[src/rtl/wb_arbiter.sv]
// Writeback arbiter: merges ALU and LSU results onto one registered regfile write port
// and tracks per-register outstanding writes for decode RAW-hazard stalls.
module wb_arbiter #(
  parameter int unsigned XLEN         = 32,
  parameter int unsigned PEND_W       = 2,
  parameter int unsigned STARVE_LIMIT = 4
) (
  input  logic            clk,
  input  logic            rst_n,
  input  logic            issue_valid_i,
  input  logic [4:0]      issue_rd_i,
  output logic            issue_ready_o,
  input  logic [4:0]      rs1_i,
  input  logic [4:0]      rs2_i,
  output logic            rs1_busy_o,
  output logic            rs2_busy_o,
  input  logic            alu_valid_i,
  output logic            alu_ready_o,
  input  logic [4:0]      alu_rd_i,
  input  logic [XLEN-1:0] alu_data_i,
  input  logic            lsu_valid_i,
  output logic            lsu_ready_o,
  input  logic [4:0]      lsu_rd_i,
  input  logic [XLEN-1:0] lsu_data_i,
  output logic [4:0]      wr_port_o,
  output logic [XLEN-1:0] wr_data_o,
  output logic            ctrl_reg_wr_en_o,
  output logic            sb_err_o
);

  localparam int unsigned StW = $clog2(STARVE_LIMIT + 1);

  logic [PEND_W-1:0] cnt_q [32];
  logic [PEND_W-1:0] cnt_d [32];
  logic [StW-1:0]    starve_q, starve_d;
  logic              err_d;

  logic              alu_win, lsu_win, ret_valid, ret_fire, issue_fire;
  logic [4:0]        ret_rd;
  logic [XLEN-1:0]   ret_data;
  logic [31:0]       inc_vec, dec_vec;

  // LSU has priority unless the ALU has been starved long enough.
  always_comb begin
    alu_win   = alu_valid_i && (!lsu_valid_i || (starve_q == StW'(STARVE_LIMIT)));
    lsu_win   = lsu_valid_i && !alu_win;
    ret_valid = alu_win || lsu_win;
    ret_rd    = alu_win ? alu_rd_i : lsu_rd_i;
    ret_data  = alu_win ? alu_data_i : lsu_data_i;
    ret_fire  = ret_valid && (ret_rd != 5'd0);
  end

  assign alu_ready_o = alu_win;
  assign lsu_ready_o = lsu_win;

  always_comb begin
    starve_d = '0;
    if (alu_valid_i && !alu_win) begin
      starve_d = (starve_q == StW'(STARVE_LIMIT)) ? starve_q : starve_q + StW'(1);
    end
  end

  // A retire to the same register frees a slot in the same cycle.
  assign issue_ready_o = (cnt_q[issue_rd_i] != {PEND_W{1'b1}}) ||
                         (ret_fire && (ret_rd == issue_rd_i));
  assign issue_fire    = issue_valid_i && issue_ready_o && (issue_rd_i != 5'd0);

  always_comb begin
    inc_vec = issue_fire ? (32'd1 << issue_rd_i) : 32'd0;
    dec_vec = ret_fire ? (32'd1 << ret_rd) : 32'd0;
    err_d   = sb_err_o;
    for (int r = 0; r < 32; r++) begin
      cnt_d[r] = cnt_q[r];
      if (dec_vec[r] && (cnt_q[r] == '0)) begin
        err_d = 1'b1;
      end
      if (inc_vec[r] && !dec_vec[r]) begin
        cnt_d[r] = cnt_q[r] + PEND_W'(1);
      end else if (dec_vec[r] && !inc_vec[r] && (cnt_q[r] != '0)) begin
        cnt_d[r] = cnt_q[r] - PEND_W'(1);
      end
    end
  end

  always_ff @(posedge clk or negedge rst_n) begin
    if (!rst_n) begin
      for (int r = 0; r < 32; r++) begin
        cnt_q[r] <= '0;
      end
      starve_q         <= '0;
      wr_port_o        <= '0;
      wr_data_o        <= '0;
      ctrl_reg_wr_en_o <= 1'b0;
      sb_err_o         <= 1'b0;
    end else begin
      for (int r = 0; r < 32; r++) begin
        cnt_q[r] <= cnt_d[r];
      end
      starve_q         <= starve_d;
      sb_err_o         <= err_d;
      ctrl_reg_wr_en_o <= ret_fire;
      if (ret_fire) begin
        wr_port_o <= ret_rd;
        wr_data_o <= ret_data;
      end
    end
  end

  // The in-flight term covers the cycle the regfile write is actually happening.
  assign rs1_busy_o = (rs1_i != 5'd0) &&
                      ((cnt_q[rs1_i] != '0) || (ctrl_reg_wr_en_o && (wr_port_o == rs1_i)));
  assign rs2_busy_o = (rs2_i != 5'd0) &&
                      ((cnt_q[rs2_i] != '0) || (ctrl_reg_wr_en_o && (wr_port_o == rs2_i)));

endmodule

[config.mk]
export PLATFORM = sky130hd
export DESIGN_NAME = wb_arbiter
export DESIGN_NICKNAME = d
export VERILOG_FILES = /design/src/rtl/wb_arbiter.sv
export SDC_FILE = /design/constraint.sdc
export NUM_CORES = 1
export LEC_CHECK = 0
export CAP_MARGIN = 20
export CELL_PAD_IN_SITES_DETAIL_PLACEMENT = 1
export CELL_PAD_IN_SITES_GLOBAL_PLACEMENT = 1
export CORE_MARGIN = 2
export CORE_UTILIZATION = 40
export CTS_BUF_LIST = sky130_fd_sc_hd__clkbuf_8
export DETAILED_ROUTE_END_ITERATION = 12
export GPL_TIMING_DRIVEN = 0
export PLACE_DENSITY = 0.78
export SLEW_MARGIN = 20
export SYNTH_ARGS = -nofsm -noshare
export SYNTH_HDL_FRONTEND = slang
export SYNTH_SLANG_ARGS = --single-unit
export TNS_END_PERCENT = 5
[constraint.sdc]
create_clock -name clk -period 4.5 [get_ports clk]
set_input_delay 0.9 -clock clk [delete_from_list [all_inputs] [get_ports clk]]
set_output_delay 0.9 -clock clk [all_outputs]
set_load 0.05 [all_outputs]
==> Word-level counts from Yosys, hierarchy flattened <==
Cells that the tools add are included.
{ "classes": {"mul": 0, "magnitude_cmp": 3, "div_mod_pow": 0, "shifts": 2, "bitwise_logic": 3, "eq_ne": 6, "mux": 111, "n_addsub": 65, "reduce_logical": 313} }
{ "ops": {"columns": ["operator", "count"], "rows": [
  ["2-bit two-way mux", 70],
  ["1-bit logical AND", 139],
  ["2-bit nonzero test", 66],
  ["32-bit two-way mux", 3],
  ["1-bit logical NOT", 66],
  ["2-bit by 1-bit adder with 2-bit output (second input constant)", 32],
  ["2-bit logical NOT", 32],
  ["1-bit by 5-bit << shifter with 32-bit output (first input constant)", 2],
  ["2-bit by 1-bit subtractor with 2-bit output (second input constant)", 32],
  ["1-bit two-way mux", 32],
  ["32-bit nonzero test", 1],
  ["2-bit binary-select mux with 5-bit select", 3],
  ["5-bit nonzero test", 4],
  ["6-bit greater-or-equal comparator (second input constant)", 3],
  ["5-bit inverter with 6-bit output", 3],
  ["5-bit == test", 3],
  ["3-bit two-way mux", 2],
  ["1-bit logical OR", 5],
  ["5-bit two-way mux", 1],
  ["2-bit inequality test (second input constant)", 2],
  ["3-bit by 1-bit adder with 3-bit output (second input constant)", 1],
  ["3-bit == test (second input constant)", 1]
]} }
{ "word_totals": {"output_inout_bits": 44, "wordCells": 540, "in_bits": 94, "latchBits": 0, "mem_count": 0, "regBits": 106, "ramBits": 0, "mem_bits_ro": 0} }

==> Logic depth before layout (Yosys ltp) <==
{ "logic_depth": {"word_depth": 41, "ltp_mapped": 13, "depth_no_buf": 12} }

==> Worst setup path before layout <==
No wires, ideal clock.
{ "synth_path": {"path_kind": "input -> output", "from": "input rs1_i[1]", "to": "output rs1_busy_o", "arrival_time_ns": 3.066, "n_path_buf": 1, "setup_slack_ns": 0.534, "path_stages": 5, "required_time_ns": 3.600, "path_cell_list": "clkbuf_1 > inv_1 > mux4_2 > mux4_2 > a31oi_1"} }
{ "synth_between": {"elab_chain_len": 7, "word_cells_on_any_way": 10, "cone_classes": "eq/ne (1); mux (3); bitwise (1); reduce/logical (5)"} }
{ "synth_lines": {"columns": ["item", "line", "text"], "rows": [
  ["from (decl)", "13", "input logic [4:0] rs1_i,"],
  ["5-bit inverter with 6-bit output (implied by the code)", "111", "((cnt_q[rs1_i] != '0) || (ctrl_reg_wr_en_o && (wr_port_o == rs1_i)));"],
  ["2-bit binary-select mux with 5-bit select", "111", null],
  ["2-bit two-way mux (implied by the code) (2 in a row)", "111", null],
  ["2-bit nonzero test", "111", null],
  ["1-bit logical OR", "111", null],
  ["1-bit logical AND (*)", "110", "assign rs1_busy_o = (rs1_i != 5'd0) &&"],
  ["to (decl)", "15", "output logic rs1_busy_o,"]
]} }
Every way passes the cells marked *; elsewhere a longest branch is shown, timed or not. The select of a mux whose other input is x is not followed.

==> Worst setup path in the final report <==
{ "layout_path": {"from": "input rs1_i[2]", "to": "output rs1_busy_o"} }
Same word-level chain as after synthesis.

==> Implementation_results.wiki <==
{| class="wikitable"
! Metric !! Value
|-
| Outcome || complete, no violations
|-
| Number of clock sinks || 106
|-
| Crit share post-route || 98.3%
|-
| # nets final || 1163
|-
| Via count of the first global-routing pass || 8240
|-
| First-pass DRT Iterations || 5
|-
| Worst reg-to-reg path cell count || 12
|-
| Max-cap violations || 0
|-
| Minimum clock period after layout || 4.42 ns
|-
| Total standard cell area after synthesis || 7430 µm²
|-
| #FFs+latches synth || 106
|-
| Max Buffers Root-to-Sink || 2
|-
| FF-to-FF End || sb_err_o
|-
| IR Drop Worst-Case VDD || 166 µV
|-
| Total placed instance area || 9060 µm²
|-
| Area of the core || 18100 µm²
|-
| Placer's final routability congestion estimate || 0.980
|-
| Top_reg_cell synth || sky130_fd_sc_hd__dfrtp_1
|-
| Power per cell area || 354 nW/µm²
|-
| Post-route DRC violation count || 0
|-
| Number of warnings reported in the yosys synthesis log || 0
|-
| Root Buffer Master || sky130_fd_sc_hd__clkbuf_8
|-
| Area leader, netlist || sky130_fd_sc_hd__dfrtp_1
|-
| DRT antenna net count || 0
|-
| Per-cell routed wire length || 22.8 µm
|-
| TritonCTS clock tree || yes
|-
| Kind of end point of the critical path || output port
|-
| Static leakage || 0.00358 µW
|-
| Port Buffer Count || 130
|-
| Row cnt || 49
|-
| Top-level I/O count || 138
|-
| Post-detailed-routing wire length || 29.6 mm
|-
| Endpoints failing hold || 0
|-
| Fraction of layout instances using a drive strength above 1 || 7.37%
|-
| Hold Crit Class || primary input to async pin
|-
| Proportion of synthesized chip area in sequential cells || 35.7%
|-
| Initial antenna violation count || 0
|-
| Starting Density || 41.1%
|-
| Growth of design area from synthesis to finish || 25.8%
|-
| Cell types occupying the most area after synthesis || sky130_fd_sc_hd__dfrtp_1, sky130_fd_sc_hd__nor2_1, sky130_fd_sc_hd__nand2_1
|-
| Skew final || 0.0143 ns
|-
| Setup_tns || 0 ns
|-
| FF-to-FF setup slack || 0.58 ns
|-
| Post-route insts no fill || 1301
|-
| Dpl hpwl || 23.1 mm
|-
| Endpoints failing setup || 0
|-
| Worst r2r src || starve_q[0]
|-
| Global-route wire length before repair || 47.1 mm
|-
| Average cell area after synthesis || 8.06 µm²
|-
| Share of the synthesized area in the top cell type || 35.7%
|-
| Number of design-rule violations left by the first detailed-router iteration || 690
|-
| DIE WIDTH || 140 µm
|-
| Achievable frequency || 226 MHz
|-
| Vias/cell || 6.19
|-
| Count of unique library cells instantiated by Yosys || 68
|-
| Largest net degree at the start of global routing || 68
|-
| Final number of max-transition violations || 0
|-
| Worst path required time || 3.60 ns
|-
| Nature of the critical path startpoint || primary input
|-
| Dominant cell by count in the synthesized netlist || sky130_fd_sc_hd__nor2_1
|-
| Number of antenna diodes || 0
|-
| Worst-path maximum fanout || 5
|-
| Worst slew margin || 24.9%
|-
| Total nets after synthesis || 1018
|-
| Fraction of registers with async set or reset after synthesis || 100%
|-
| Startpoint-to-endpoint class of the critical path || primary input to output port
|-
| Die area || 19700 µm²
|-
| Gate Count Post-Synth || 922
|-
| Cell area after layout || 9350 µm²
|-
| Most frequent cells after synthesis || sky130_fd_sc_hd__nor2_1, sky130_fd_sc_hd__nand2_1, sky130_fd_sc_hd__dfrtp_1, sky130_fd_sc_hd__nand3_1, sky130_fd_sc_hd__o21ai_0
|-
| Count of H-tree levels built during CTS || 3
|-
| Via count || 8048
|-
| Number of enable flip-flop cells after synthesis || 0
|-
| Latest clock arrival within the worst-skew pair || 0.42 ns
|-
| Placed insts || 1282
|-
| Data arrival time of the critical path || 3.52 ns
|-
| Die Ht || 140 µm
|-
| All-layer global routing usage || 30.8%
|-
| RSZ-0062 raised after global routing || true
|-
| Total congestion overflow || 0
|-
| Clock-pin slew of the registers on the worst-case setup and hold paths || 0.12 ns
|-
| CTS Buf Count || 9
|-
| Slew at the pin with the worst max-slew slack || 1.11 ns
|}
[how the worst max path moves through the flow]
stage / startpoint / slack [ns] / to
6_report: rs1_i[2] / 0.08 / rs1_busy_o
5_1_grt: rs1_i[2] / -0.05 / rs1_busy_o
4_1_cts: lsu_valid_i / 0.004 / issue_ready_o
3_5_place_dp: issue_rd_i[0] / -1.61 / issue_ready_o
3_3_place_gp: rst_n / -1.97 / cnt_q[9]
2_1_floorplan: rs1_i[1] / 0.53 / rs1_busy_o
[what timing repair did]
| action | in CTS | in global routing |
|---|---|---|
| gates resized for setup | 21 | 10 |
| setup endpoints to repair | 3 | 3 |
| pin swaps | 4 | 0 |
| setup buffers | 4 | 0 |
| hold buffers | 0 | 0 |
[worst max-delay path, cell delays in order]
cell	delay [ns]
sky130_fd_sc_hd__clkdlybuf4s50_1	0.57
sky130_fd_sc_hd__clkinvlp_4	0.24
sky130_fd_sc_hd__mux4_2	0.49
sky130_fd_sc_hd__mux4_2	0.53
sky130_fd_sc_hd__a21oi_1	0.17
sky130_fd_sc_hd__nor2_1	0.05
sky130_fd_sc_hd__a31oi_1	0.16
sky130_fd_sc_hd__clkdlybuf4s15_2	0.41
[registers in the layout (all words and copies together), names as in the netlist]
name,flops
cnt_q,64
wr_data_o,32
wr_port_o,5
starve_q,3
ctrl_reg_wr_en_o,1
sb_err_o,1
[per-stage QoR]
step / utilization, % / total power (µW) / hold slack [ns] / worst slack (ns)
floorplan: - / 2110 / 0.435 / 0.534
global placement: 49.9 / 2610 / 0.458 / -1.97
detailed placement: 50.1 / 2650 / 0.486 / -1.61
CTS: 51.6 / 3310 / 0.388 / 0.00406
global route: 51.7 / 3480 / 0.407 / -0.0530
finish: 51.7 / 3310 / 0.381 / 0.0779
[cells by family (layout without fill, tap and decap cells)]
logic type               Yosys count  after routing  share of synthesized area [%]
adder cells (fa/ha/maj)            2              2                          0.337
AO/OA/AOI/OAI                    261            261                           23.8
XOR/XNOR                          32             32                           3.77
multiplexers                      27             27                           6.62
AND/OR/NAND/NOR                  418            418                           25.8
flip-flops                       106            106                           35.7
buffers and inverters             76            226                           4.01
[cells in the final DEF (no fill, tap or decap), types with 10 or more instances in the layout]
cell / count
sky130_fd_sc_hd__nor2_1: 141
sky130_fd_sc_hd__clkdlybuf4s50_1: 124
sky130_fd_sc_hd__nand2_1: 112
sky130_fd_sc_hd__dfrtp_1: 106
sky130_fd_sc_hd__nand3_1: 50
sky130_fd_sc_hd__o21ai_0: 47
sky130_fd_sc_hd__clkbuf_1: 40
sky130_fd_sc_hd__a31oi_1: 38
sky130_fd_sc_hd__nor3_1: 38
sky130_fd_sc_hd__a21oi_1: 37
sky130_fd_sc_hd__xnor2_1: 24
sky130_fd_sc_hd__inv_1: 20
sky130_fd_sc_hd__a22oi_1: 19
sky130_fd_sc_hd__mux4_2: 17
sky130_fd_sc_hd__a211oi_1: 14
sky130_fd_sc_hd__a21boi_0: 13
sky130_fd_sc_hd__nor4_1: 11
sky130_fd_sc_hd__and3_1: 11
sky130_fd_sc_hd__a21o_1: 11
sky130_fd_sc_hd__a211o_1: 10
[routing by layer]
layer  track usage (%)  up-vias  share of wire, %
met1              39.3     3960                42
met3              7.73       85               8.0
met5                 0        -                 0
li1                  -     3672                 -
met4              12.8        0               4.2
met2              50.0      331                46
[power by group]
group / switching, µW / internal, µW / leakage [µW] / total, µW
registers: 222 / 1120 / 0.00126 / 1350
logic: 824 / 498 / 0.00223 / 1320
clock network: 423 / 223 / 0.0000998 / 646
total: 1470 / 1840 / 0.00358 / 3310
[layout make-up]
cell class / instances / area, µm²
Inverter: 23 / 92.6
Sequential cell: 106 / 2650
Fill cell: 2206 / 8730
Tap cell: 229 / 287
Buffer: 52 / 209
Clock inverter: 7 / 80.1
Clock buffer: 9 / 124
Multi-Input combinational cell: 740 / 4550
Timing Repair Buffer: 135 / 1360
Note: power is estimated with default switching activity, not from simulation.
